`src/rtl/overlap_pkg.sv`:
```
// overlap_pkg: scheduler state type and tile-geometry helpers
package overlap_pkg;
  typedef enum logic [1:0] {IDLE, RUN, WRAP, DRAIN} state_t;
  function automatic int col_w(input int stride, input int core_in, input int kernel);
    return stride * (core_in - 1) + kernel;
  endfunction
  function automatic int cols_per_tile(input int stride, input int core_in, input int kernel);
    return col_w(stride, core_in, kernel) + core_in * stride;
  endfunction
  function automatic int cnt_w(input int depth);
    return $clog2(depth + 1);
  endfunction
endpackage

```
`src/rtl/prsc_out_fifo.sv`:
```
// prsc_out_fifo: first-word-fall-through FIFO with occupancy count
module prsc_out_fifo
  import overlap_pkg::*;
#(
  parameter int W = 49,
  parameter int DEPTH = 4,
  localparam int CW = cnt_w(DEPTH)
) (
  input  logic          clk_i,
  input  logic          rst_i,
  input  logic          push_i,
  input  logic [W-1:0]  data_i,
  input  logic          pop_i,
  output logic [W-1:0]  data_o,
  output logic          valid_o,
  output logic [CW-1:0] count_o
);
  localparam int AW = $clog2(DEPTH);
  logic [W-1:0] mem [DEPTH];
  logic [AW-1:0] wr, rd;
  always_ff @(posedge clk_i) begin
    if (rst_i) begin
      wr <= '0;
      rd <= '0;
      count_o <= '0;
    end else begin
      if (push_i) wr <= wr + AW'(1);
      if (pop_i) rd <= rd + AW'(1);
      count_o <= count_o + CW'(push_i) - CW'(pop_i);
    end
  end
  always_ff @(posedge clk_i) begin
    if (push_i) mem[wr] <= data_i;
  end
  always_ff @(posedge clk_i) begin
    if (!rst_i) assert (!(push_i && !pop_i && count_o == CW'(DEPTH)));
  end
  assign valid_o = count_o != '0;
  assign data_o = valid_o ? mem[rd] : '0;
endmodule

```
`src/rtl/overlap_prsc_sched.sv`:
```
// overlap_prsc_sched: joins core columns, paces the overlap processor and buffers its columns
module overlap_prsc_sched
  import overlap_pkg::*;
#(
  parameter int PIX_WIDTH = 8,
  parameter int SIZE_OF_EACH_CORE_INPUT = 2,
  parameter int SIZE_OF_EACH_KERNEL = 3,
  parameter int STRIDE = 1,
  parameter int TILES_PER_FRAME = 4,
  parameter int FIFO_DEPTH = 4,
  localparam int COL_W = col_w(STRIDE, SIZE_OF_EACH_CORE_INPUT, SIZE_OF_EACH_KERNEL),
  localparam int COLS_PER_TILE = cols_per_tile(STRIDE, SIZE_OF_EACH_CORE_INPUT, SIZE_OF_EACH_KERNEL),
  localparam int OUT_W = PIX_WIDTH * COLS_PER_TILE,
  localparam int DW = PIX_WIDTH * COL_W
) (
  input  logic             clk_i,
  input  logic             rst_i,
  input  logic             start_i,
  input  logic [3:0]       core_valid_i,
  input  logic [DW-1:0]    core_data_0_i,
  input  logic [DW-1:0]    core_data_1_i,
  input  logic [DW-1:0]    core_data_2_i,
  input  logic [DW-1:0]    core_data_3_i,
  output logic [3:0]       core_ready_o,
  output logic             prsc_en_o,
  output logic             prsc_valid_o,
  output logic [DW-1:0]    prsc_data_0_o,
  output logic [DW-1:0]    prsc_data_1_o,
  output logic [DW-1:0]    prsc_data_2_o,
  output logic [DW-1:0]    prsc_data_3_o,
  input  logic [OUT_W-1:0] prsc_column_i,
  input  logic             prsc_tile_valid_i,
  output logic             out_valid_o,
  input  logic             out_ready_i,
  output logic [OUT_W-1:0] out_data_o,
  output logic             out_last_o,
  output logic             busy_o,
  output logic             tile_done_o,
  output logic             frame_done_o,
  output logic             err_o
);
  localparam int CW = cnt_w(FIFO_DEPTH);
  localparam int KW = $clog2(COLS_PER_TILE);
  localparam int TW = $clog2(TILES_PER_FRAME + 1);
  state_t state, state_n;
  logic [KW-1:0] col;
  logic [TW-1:0] tile;
  logic [CW-1:0] fifo_count;
  logic [1:0] inflight;
  logic rdy, hs, last_col, last_tile, drained, prsc_last, cap, cap_last;
  assign inflight = 2'(prsc_valid_o) + 2'(cap);
  assign rdy = state == RUN && int'(fifo_count) + int'(inflight) < FIFO_DEPTH;
  assign core_ready_o = {4{rdy}};
  assign hs = &core_valid_i && rdy;
  assign last_col = col == KW'(COLS_PER_TILE - 1);
  assign last_tile = tile == TW'(TILES_PER_FRAME - 1);
  assign drained = inflight == 2'd0 && fifo_count == '0;
  assign busy_o = state != IDLE;
  assign prsc_en_o = busy_o;
  assign tile_done_o = state == WRAP;
  assign frame_done_o = state == DRAIN && drained;
  always_comb begin
    state_n = state;
    state_n = state == IDLE ? (start_i ? RUN : IDLE) :
              state == RUN  ? (hs && last_col ? WRAP : RUN) :
              state == WRAP ? (last_tile ? DRAIN : RUN) :
                              (drained ? IDLE : DRAIN);
  end
  always_ff @(posedge clk_i) begin
    if (rst_i) begin
      state <= IDLE;
      col <= '0;
      tile <= '0;
      prsc_valid_o <= 1'b0;
      prsc_last <= 1'b0;
      prsc_data_0_o <= '0;
      prsc_data_1_o <= '0;
      prsc_data_2_o <= '0;
      prsc_data_3_o <= '0;
      cap <= 1'b0;
      cap_last <= 1'b0;
      err_o <= 1'b0;
    end else begin
      state <= state_n;
      prsc_valid_o <= hs;
      prsc_last <= hs && last_col;
      cap <= prsc_valid_o;
      cap_last <= prsc_last;
      if (state == IDLE && start_i) begin
        col <= '0;
        tile <= '0;
      end
      if (hs) begin
        col <= last_col ? '0 : col + KW'(1);
        prsc_data_0_o <= core_data_0_i;
        prsc_data_1_o <= core_data_1_i;
        prsc_data_2_o <= core_data_2_i;
        prsc_data_3_o <= core_data_3_i;
      end
      if (state == WRAP) tile <= tile + TW'(1);
      if (prsc_tile_valid_i != (cap && cap_last)) err_o <= 1'b1;
    end
  end
  prsc_out_fifo #(.W(OUT_W + 1), .DEPTH(FIFO_DEPTH)) u_fifo (
    .clk_i(clk_i),
    .rst_i(rst_i),
    .push_i(cap),
    .data_i({cap_last, prsc_column_i}),
    .pop_i(out_valid_o && out_ready_i),
    .data_o({out_last_o, out_data_o}),
    .valid_o(out_valid_o),
    .count_o(fifo_count)
  );
endmodule

```
`config.mk`:
```
export PLATFORM = sky130hd
export DESIGN_NAME = overlap_prsc_sched
export DESIGN_NICKNAME = d
export VERILOG_FILES = /design/src/rtl/overlap_pkg.sv /design/src/rtl/prsc_out_fifo.sv /design/src/rtl/overlap_prsc_sched.sv
export SDC_FILE = /design/constraint.sdc
export NUM_CORES = 1
export LEC_CHECK = 0
export ABC_AREA = 1
export CORE_ASPECT_RATIO = 0.75
export CORE_MARGIN = 5
export CORE_UTILIZATION = 51
export DETAILED_ROUTE_END_ITERATION = 6
export PLACE_DENSITY = 0.93
export SYNTH_ARGS = -nofsm -noshare
export SYNTH_HDL_FRONTEND = slang
export SYNTH_SLANG_ARGS = --single-unit
```
`constraint.sdc`:
```
create_clock -name clk_i -period 4.05 [get_ports clk_i]
set_input_delay 0.405 -clock clk_i [delete_from_list [all_inputs] [get_ports clk_i]]
set_output_delay 0.405 -clock clk_i [all_outputs]
set_load 0.03 [all_outputs]
```
=== Word level (Yosys, flattened, before mapping) ===
Memories as Yosys holds them, arrays and structs flattened. A register that Yosys moved wholly into a read port is not among the register bits.
Index checks and enable logic that the tools add are counted.

* $lt $le $gt $ge: 1
* $mul: 0
* Equality and inequality tests: 6
* Shift operators: 0
* Divide/modulo/power cells: 0
* Muxes and demuxes: 16
* Add/subtract/negate cells: 8
* Reductions and logical operators: 16
* Bitwise logic cells: 0

{| class="wikitable"
|+ Operators with widths
! operator !! number
|-
| 2-to-1 mux 49 bit || 1
|-
| 2-to-1 mux 2 bit || 8
|-
| 2-to-1 mux 3 bit || 4
|-
| logical AND 1 bit || 8
|-
| adder 3 x 1 -> 3 bit (second input constant) || 2
|-
| nonzero test 2 bit || 3
|-
| adder 2 x 1 -> 2 bit (second input constant) || 2
|-
| adder 3 x 2 -> 4 bit || 1
|-
| equality test 2 bit (second input constant) || 2
|-
| logical NOT 2 bit || 2
|-
| < comparator 4 x 3 -> 1 bit (second input constant) || 1
|-
| AND reduction 4 bit || 1
|-
| adder 3 x 1 -> 3 bit || 1
|-
| equality test 3 x 2 -> 1 bit (second input constant) || 1
|-
| equality test 3 bit (second input constant) || 1
|-
| logical NOT 3 bit || 1
|-
| 2-to-1 mux 1 bit || 3
|-
| nonzero test 3 bit || 1
|-
| subtractor 3 x 1 -> 3 bit || 1
|-
| adder 1 x 1 -> 2 bit || 1
|-
| equality test 2 x 1 -> 1 bit (second input constant) || 1
|-
| inequality test 1 bit || 1
|}

* Input bits: 185
* Bits in registers: 148
* Latch bits: 0
* RAM bits: 196
* Memories: 1
* Bits in read-only memories: 0
* Output and inout port bits: 188

{| class="wikitable"
|+ Memory list
! memory !! words !! width !! rd ports !! clocked after Yosys merged registers in !! write ports !! line !! text
|-
| u_fifo.mem || 4 || 49 || 1 || 1 || 1 || prsc_out_fifo.sv:19 || <nowiki>logic [W-1:0] mem [DEPTH];</nowiki>
|}

=== Logic depth before layout (Yosys ltp) ===
* Word-level depth: 9
* Mapped depth: 11

=== Cells and area by module ===
Synthesis repeated with hierarchy kept, for this count alone.

* Cells, all modules: 1,486
* Area, all modules: 13,924.6 um^2

{| class="wikitable"
|+ Modules (own cells, without submodules)
! module !! area each (um^2) !! instances !! cells an instance
|-
| prsc_out_fifo || 8,749.6 || 1 || 830
|-
| overlap_prsc_sched || 5,175.0 || 1 || 656
|}

=== Worst setup path after synthesis ===
OpenSTA, ideal clock, no wires.

* Path kind: reg2reg
* Start: reg u_fifo.count_o[1]
* End: reg u_fifo.count_o[1]
* Buffers on the path: 0
* Stages on the path, launching flop included: 11
* Data arrival time: 1,918 ps
* Setup time: 128 ps
* Required time: 3,922 ps
* Setup slack: 2,005 ps
* Cell sequence: dfxtp_1 > nor2_1 > nand2_1 > inv_2 > nor2_1 > ha_1 > inv_1 > ha_1 > fa_1 > inv_1 > nor2_1

* Longest elaborated chain between the ends: 3
* Elaborated cells between the ends (all ways): 4
* Classes of those cells: 2 x add/sub; 2 x reduce/logical

{| class="wikitable"
|+ Ends and longest elaborated chain
! element !! line !! text
|-
| start, declared || prsc_out_fifo.sv:16 || <nowiki>output logic [CW-1:0] count_o</nowiki>
|-
| start signal, assigned || prsc_out_fifo.sv:29 || <nowiki>count_o <= count_o + CW'(push_i) - CW'(pop_i);</nowiki>
|-
| nonzero test 3 bit || prsc_out_fifo.sv:38 || <nowiki>assign valid_o = count_o != '0;</nowiki>
|-
| net out_valid_o || overlap_prsc_sched.sv:33 || <nowiki>output logic out_valid_o,</nowiki>
|-
| logical AND 1 bit || overlap_prsc_sched.sv:109 || <nowiki>.pop_i(out_valid_o && out_ready_i),</nowiki>
|-
| net u_fifo.pop_i || prsc_out_fifo.sv:13 || <nowiki>input logic pop_i,</nowiki>
|-
| subtractor 3 x 1 -> 3 bit || prsc_out_fifo.sv:29 ||
|}

The timed path passes the listed nets, and every way through them passes these cells.
A chain may end at the register's enable or synchronous reset.

==> results.ini <==
[outcome]
status=complete, but fails checks
violations=design-rule violations

[critical_path]
cp-start-kind=flip-flop
critPathArrivalTime_ns=3.11
worstSetupEndpointType=primary output
cp.required_ns=3.64
crit_path_max_fanout=98
critical_path_class=reg2out

[clock_tree]
cts-root-buf=clkbuf_16
cts_buffers=35
clockBufferDepth=3
cts-resized-gates=0
cts_sinks=346
cts_tree=done
htreeDepth=2
clkTransAtPathRegs_ns=0.07
clock_latency_ns=0.51
holdBufCountCts=0
post_cts_buffers=0

[routing]
drtIter0Drc=1007
drtAntennaViolNets=0
vias=10600
drc=2
dr.pass1.iters=7
wl_per_cell_um=19.3
via_per_inst=5.34
drt_wl_total_um=38100

[power]
power_uw=10100
p_per_area_nw_per_um2=561
power.leakage_uw=0.00632
vdd_ir_drop_max_v=0.000458

[sta]
min_period_over_period_pct=86.7
max_freq_ghz=0.285
tightestPinTransition_ns=1.23
setup-violations-final=0
max_slew_margin_pct=17.8
setup-tns-final_ns=0
fin_skew_ns=0.0180
hold_violations=0
slew_violations=0
period_minus_slack_ns=3.51
rsz0062_at_grt=no

[floorplanning]
core_um2=25100
dieArea_um2=29000
placementRows=50
die_x_um=195
initial_core_util_pct=52.1
die_h_um=149
boundaryPins=373

[global_routing]
grt_antenna_before_repair=0
grt_max_degree=99
grt.total_usage_pct=25.3
grt_overflow=0
grt_pass1_wl_um=58000
grt_pass1_vias=10200

[yosys]
ys_seq_elements=346
netlist_area_um2=13100
synth_cells=1286
ys.warnings.count=0
syn_area_per_cell_um2=10.2
seq_area_frac_synth_pct=67.9
synth_nets=1483
yosysUniqueCellTypes=25

[cells_and_area]
diodes=0
syn2layout_area_growth_pct=37.5
fin_nets=1816
drive_gt1_share_pct=4.45
fill_cells=1671
final_core_util_pct=71.6

[placed_design]
dpl.hpwl_um=25900
port_buffers=372
gp_congestion=0.923

[worst_hold_path]
hold_path.class=reg2reg

[run]
max-cap-violations=0

[through the flow]
stage               instances  cell area [µm²]  worst slack [ns]  hold slack (ns)
detailed placement       1920            16900              1.10            0.405
floorplan                1286            13100              2.00            0.388
global placement         1920            16900              1.20            0.392
CTS                      1978            18000             0.591            0.412
finish                   1978            18000             0.537            0.399
global route             1978            18000             0.353            0.416
[placed cells by master, fill, tap and decap left out, types with 2 or more instances in the layout]
cell | netlist | layout
a21oi_1 | 62 | 62
buf_12 | 0 | 2
buf_4 | 6 | 7
clkbuf_1 | 41 | 7
clkbuf_16 | 0 | 39
clkbuf_2 | 0 | 2
clkbuf_8 | 0 | 4
clkdlybuf4s50_1 | 0 | 372
clkinv_1 | 0 | 3
clkinv_2 | 0 | 3
dfxtp_1 | 150 | 148
edfxtp_1 | 196 | 196
ha_1 | 11 | 11
inv_1 | 31 | 25
inv_2 | 4 | 8
nand2_1 | 26 | 26
nand3_1 | 6 | 6
nand4_1 | 4 | 4
nor2_1 | 469 | 469
o21ai_0 | 143 | 143
o21ai_1 | 90 | 90
xor2_1 | 2 | 2
[sequential cells by signal, indices dropped and copies added (netlist names), named ones only]
| signal | flops |
|---|---|
| col | 3 |
| prsc_data_2_o | 32 |
| prsc_data_0_o | 32 |
| prsc_data_1_o | 32 |
| u_fifo.rd | 2 |
| prsc_data_3_o | 32 |
| u_fifo.count_o | 3 |
| cap_last | 1 |
| u_fifo.mem | 196 |
| prsc_valid_o | 1 |
| cap | 1 |
| tile | 3 |
| state | 2 |
| err_o | 1 |
| u_fifo.wr | 2 |
| prsc_last | 1 |
[power breakdown]
part,switching [µW],internal [µW],total (µW)
sequential,48.1,3780,3830
clock,1270,1880,3150
combinational,2000,1130,3120
total,3320,6780,10100
[per-layer routing]
metal | GRT usage, % | wire length [µm] | vias to the layer above
met5 | 0 | 0 | -
met1 | 31.1 | 14200 | 4954
li1 | - | - | 4978
met2 | 42.3 | 18400 | 553
met3 | 8.58 | 4150 | 82
met4 | 8.41 | 1350 | 0
[worst paths after layout]
check / start / end / cells after the start / slack [ns]
worst max-delay path: flip-flop / out_data_o[12] / 6 / 0.54
worst min-delay path: prsc_last / cap_last / 2 / 0.40
worst max register to register: u_fifo.count_o[1] / u_fifo.count_o[2] / 11 / 0.99
worst min register to register: prsc_last / cap_last / 2 / 0.40
[Yosys cell counts (all sizes together)]
library cell	instances	area, µm²
o21ai	233	1170
clkbuf	41	154
nor2	470	1770
nand3	7	47.6
a21oi	62	310
fa	1	20.0
nand2	27	104
or2	1	6.26
and2	1	6.26
edfxtp	196	5890
inv	35	131
nand4	4	25.0
dfxtp	150	3000
xor2	2	17.5
ha	11	138
xnor2	1	8.76
buf	44	305
[cell type report]
class / count / area [µm²] / area share (%)
Clock buffer: 52 / 1070 / 5.93
Sequential cell: 346 / 8890 / 49.4
Inverter: 35 / 135 / 0.750
Multi-Input combinational cell: 820 / 3620 / 20.1
Clock inverter: 6 / 51.3 / 0.285
Tap cell: 338 / 423 / 2.35
Timing Repair Buffer: 381 / 3820 / 21.2
[logic make-up (layout without fill, tap and decap cells)]
| group | Yosys count | in the layout | synth area share [%] |
|---|---|---|---|
| adders and majority gates | 12 | 12 | 1.20 |
| buffers and inverters | 120 | 474 | 4.51 |
| xor gates and xnor gates | 3 | 3 | 0.201 |
| AOI/OAI and AO/OA | 295 | 295 | 11.3 |
| and+or+nand+nor | 510 | 510 | 15.0 |
| DFF | 346 | 346 | 67.9 |
[critical path: stages, from the launching register on]
cell and delay (ns):
dfxtp_4 0.35, buf_4 0.78, nor2_1 0.14, nor2_1 0.13, o21ai_0 0.13, a21oi_1 0.31, clkdlybuf4s50_1 0.74
Power figures use the tool's default switching activity.
